`src/rtl/aes_round_ctrl.sv`:
```
// AES round sequencer: IDLE -> INIT -> ROUND x(NR-1) -> FINAL -> DONE, with registered strobes.
// Optional abort path is compiled in only when AES_CTRL_ABORT_EN is defined.
module aes_round_ctrl #(
    parameter int NR = 10
) (
    input  logic       clk,
    input  logic       reset_n,
    input  logic       start,
    input  logic       abort,
    output logic       busy,
    output logic       done,
    output logic [3:0] round,
    output logic       state_sel_init,
    output logic       state_we,
    output logic       key_load,
    output logic       key_we,
    output logic       mc_en,
    output logic [7:0] rcon
);

    typedef enum logic [2:0] {IDLE, INIT, ROUND, FINAL, DONE} state_t;

    typedef struct packed {
        logic busy;
        logic done;
        logic sel_init;
        logic state_we;
        logic key_load;
        logic key_we;
        logic mc_en;
    } strb_t;

    state_t     state;
    strb_t      strb;
    logic [3:0] round_q;
    logic [7:0] rcon_q;
    logic       abort_hit;

    // Strobes are registered from the state being entered, so they line up with it.
    function automatic strb_t decode(input state_t s);
        strb_t d;
        d          = '0;
        d.busy     = (s == INIT) || (s == ROUND) || (s == FINAL);
        d.done     = (s == DONE);
        d.sel_init = (s == INIT);
        d.key_load = (s == INIT);
        d.state_we = (s == INIT) || (s == ROUND) || (s == FINAL);
        d.key_we   = (s == ROUND) || (s == FINAL);
        d.mc_en    = (s == ROUND);
        return d;
    endfunction

    function automatic logic [7:0] xtime(input logic [7:0] b);
        return {b[6:0], 1'b0} ^ (b[7] ? 8'h1b : 8'h00);
    endfunction

`ifdef AES_CTRL_ABORT_EN
    assign abort_hit = abort && (state inside {INIT, ROUND, FINAL});
`else
    logic unused_abort;
    assign unused_abort = abort;
    assign abort_hit    = 1'b0;
`endif

    always_ff @(posedge clk or negedge reset_n) begin
        if (!reset_n) begin
            state   <= IDLE;
            strb    <= '0;
            round_q <= '0;
            rcon_q  <= 8'h01;
        end else if (abort_hit) begin
            state   <= IDLE;
            strb    <= '0;
            round_q <= '0;
            rcon_q  <= 8'h01;
        end else begin
            case (state)
                IDLE, DONE: begin
                    if (start) begin
                        state   <= INIT;
                        strb    <= decode(INIT);
                        round_q <= '0;
                        rcon_q  <= 8'h01;
                    end
                end
                INIT: begin
                    state   <= ROUND;
                    strb    <= decode(ROUND);
                    round_q <= round_q + 4'd1;
                end
                ROUND: begin
                    rcon_q  <= xtime(rcon_q);
                    round_q <= round_q + 4'd1;
                    if (round_q == 4'(NR - 1)) begin
                        state <= FINAL;
                        strb  <= decode(FINAL);
                    end else begin
                        state <= ROUND;
                        strb  <= decode(ROUND);
                    end
                end
                FINAL: begin
                    state <= DONE;
                    strb  <= decode(DONE);
                end
                default: begin
                    state   <= IDLE;
                    strb    <= '0;
                    round_q <= '0;
                    rcon_q  <= 8'h01;
                end
            endcase
        end
    end

    assign busy           = strb.busy;
    assign done           = strb.done;
    assign state_sel_init = strb.sel_init;
    assign state_we       = strb.state_we;
    assign key_load       = strb.key_load;
    assign key_we         = strb.key_we;
    assign mc_en          = strb.mc_en;
    assign round          = round_q;
    assign rcon           = rcon_q;

endmodule

```
`config.mk`:
```
export PLATFORM = sky130hd
export DESIGN_NAME = aes_round_ctrl
export DESIGN_NICKNAME = d
export VERILOG_FILES = /design/src/rtl/aes_round_ctrl.sv
export SDC_FILE = /design/constraint.sdc
export NUM_CORES = 1
export LEC_CHECK = 0
export CORE_MARGIN = 5
export CORE_UTILIZATION = 50
export DETAILED_ROUTE_END_ITERATION = 16
export GPL_TIMING_DRIVEN = 0
export PLACE_DENSITY = 0.89
export SLEW_MARGIN = 10
export SYNTH_ARGS = -nofsm -noshare
export SYNTH_HDL_FRONTEND = slang
export SYNTH_SLANG_ARGS = --single-unit
```
`constraint.sdc`:
```
create_clock -name clk -period 3 [get_ports clk]
set_clock_uncertainty 0.1 [all_clocks]
set_input_delay 0.3 -clock clk [delete_from_list [all_inputs] [get_ports clk]]
set_output_delay 0.3 -clock clk [all_outputs]
set_load 0.01 [all_outputs]
```
==> run metrics <==
DRT iter0 DRCs=16; commonest non-fill, non-tap cells in the layout=21 x clkdlybuf4s50_1, 17 x dfrtp_1, 8 x a22o_1, 8 x nor2_1, 5 x a21oi_1; global-route wire length before repair=3080 um; sequential share of the synthesized area=49.2%; Pre-Repair DR Iteration Count=4; Via Count=700; top cells by area, synth=dfrtp_1 46%, a22o_1 7.6%, a22oi_1 3.3%; Final Hold Vio Count=0; GRT Total Usage=15.3%; reg-to-reg startpoint=round[0]$_DFFE_PN0P_; clock latency at the later pin of the worst-skew pair=0.29 ns; Num CTS Buffers=3; worst path cell trace=clkdlybuf4s50_1; top cell family by delay on the critical path=flip-flops; crit-path max cell delay=0.56 ns; Starting Density=53.1%; Remaining DRCs=0; Buffers & Inverters on Critical Path=1; combinational cell fraction of total power=51.9%; CP Capture Type=primary output; Final ANT Viol Nets=0; Antenna Cells=0; Yosys cell types=31; Mapped Cells=88; number of synthesized register bits=18; peak supply drop=512 uV; DIE AREA=2790 um2; Final nets=120; Rows=15; Worst setup startpoint=rcon[0]$_DFFE_PN1P_; Critical R2R Capture=round[2]$_DFFE_PN0P_; Hold Path Class=input pin to async pin; CP max FO=3; Slew @ Worst Pin=0.775 ns; input/output buffers=21; Final Slew Violations=0; Int Power=729 uW; average size of a mapped cell=10.4 um2; # Post-CTS Setup Buffers=0; arrival time worst endpoint=1.38 ns; crit path kind=register to primary output; DP Cell Count=134; Finished Layout Cells=138; global route overflow=0; slew margin rel.=48.2%; Post-Syn Nets=94; WP data required=2.60 ns; core box area=1730 um2; Leak=0.000534 uW; worst reg2reg setup slack=1.53 ns; cts hold-fix bufs=0; warnings from Yosys=0; setup TNS=0 ns; number of gates resized after cts=0; status=completed; Post-synth top flop=dfrtp_1; Cell Pwr Density=967 nW/um2; gp weighted congestion=0.827; switching part of the total=36.9%; vias in the first global route=668; Setup crit start kind=register; DIE HEIGHT=52.8 um; Root Driver=clkbuf_4; PnR worst setup slack=1.22 ns; RSZ-0062 raised after global routing=no; Place WS=1.31 ns; ys async rst share=100%; worst r2r path cells=5; post-detailed-routing wire length=1790 um; Post-synth EDFFs=0; Final period util=59.5%; DR WL/cell=13.0 um; CTS tree=yes; clock sink total=18; area leader, netlist=dfrtp_1; CTS H-tree lvls=1; CP max stage cell=dfstp_2; switching power=426 uW; Chip Width=52.8 um; initial antenna violation count=0; hpwl dp=1340 um; Seq pwr share=35.1%; largest net degree at the start of global routing=19; leading cell type in the layout, fill and taps excluded=clkdlybuf4s50_1; fmax=0.560 GHz; Period minus WS final=1.78 ns; P&R area growth vs syn=30.3%; share of cells above drive strength 1=16.8%; Max clock buf depth=2; area share of the largest cell type after synthesis=46.4%; Synth Cell Area=917 um2; Ports=23; routed vias/inst=5.07; final setup violation count=0; clock slew at reported path FFs=0.10 ns; Max-Cap Viols=0; Clk pwr share=12.9%
-- cells by family after synthesis --
family                   share of synthesized area (%)
flip-flops                                        49.3
AND/OR/NAND/NOR                                   13.8
XOR/XNOR                                          3.82
AO/OA/AOI/OAI                                     19.4
adder cells (fa/ha/maj)                           5.18
buffers and inverters                             7.50
multiplexers                                      1.09
-- metal layers --
metal | vias up | wire length [um] | global-route usage (%)
met5 | - | 0 | 0
met2 | 14 | 855 | 22.7
li1 | 357 | - | -
met4 | 0 | 27 | 11.1
met1 | 327 | 844 | 20.2
met3 | 2 | 64 | 1.71
-- cell type report --
class | instances | area, um2
inverters | 5 | 18.8
multi-input cells | 57 | 397
clock buffers | 4 | 36.3
well taps | 25 | 31.3
repair buffers | 21 | 210
flip-flops and latches | 18 | 452
plain buffers | 8 | 50.0
fillers | 140 | 532
-- how the worst max path moves through the flow --
stage	to	cells after the start
floorplan	round[2]$_DFFE_PN0P_	5
global placement	rcon[1]$_DFFE_PN0P_	4
detailed placement	rcon[1]$_DFFE_PN0P_	4
CTS	rcon[0]	1
global route	round[0]	1
finish	rcon[0]	1
-- cells in the mapped netlist, types with 3 or more instances --
| master | number |
|---|---|
| dfrtp_1 | 17 |
| a22o_1 | 8 |
| nor2_1 | 8 |
| a21oi_1 | 5 |
| a22oi_1 | 4 |
| buf_2 | 4 |
| inv_1 | 4 |
| o22ai_1 | 4 |
| nand2b_1 | 3 |
| nor3_1 | 3 |
| xor2_1 | 3 |
-- power groups by stage --
stage          Sequential, uW  Combinational, uW  Clock [uW]
2_1_floorplan             437                329           0
3_3_place_gp              408                592           0
3_5_place_dp              412                603           0
4_1_cts                   407                606         155
5_1_grt                   423                660         160
6_report                  406                600         150
-- per-stage QoR --
stage,hold WS (ns),area [um2],power [uW],utilization [%]
CTS,0.380,1190,1170,69.2
detailed placement,0.380,1160,1020,67.1
finish,0.350,1190,1150,69.2
global route,0.411,1190,1240,69.2
floorplan,-0.0956,917,766,-
global placement,0.378,1160,1000,67.1
-- flip-flops by register name, summed over array words and instances, names as in the netlist --
name and flops:
state 2, state_sel_init 1, rcon 8, busy 1, mc_en 1, done 1, round 4
No activity file was read; power rests on OpenSTA's default activity.
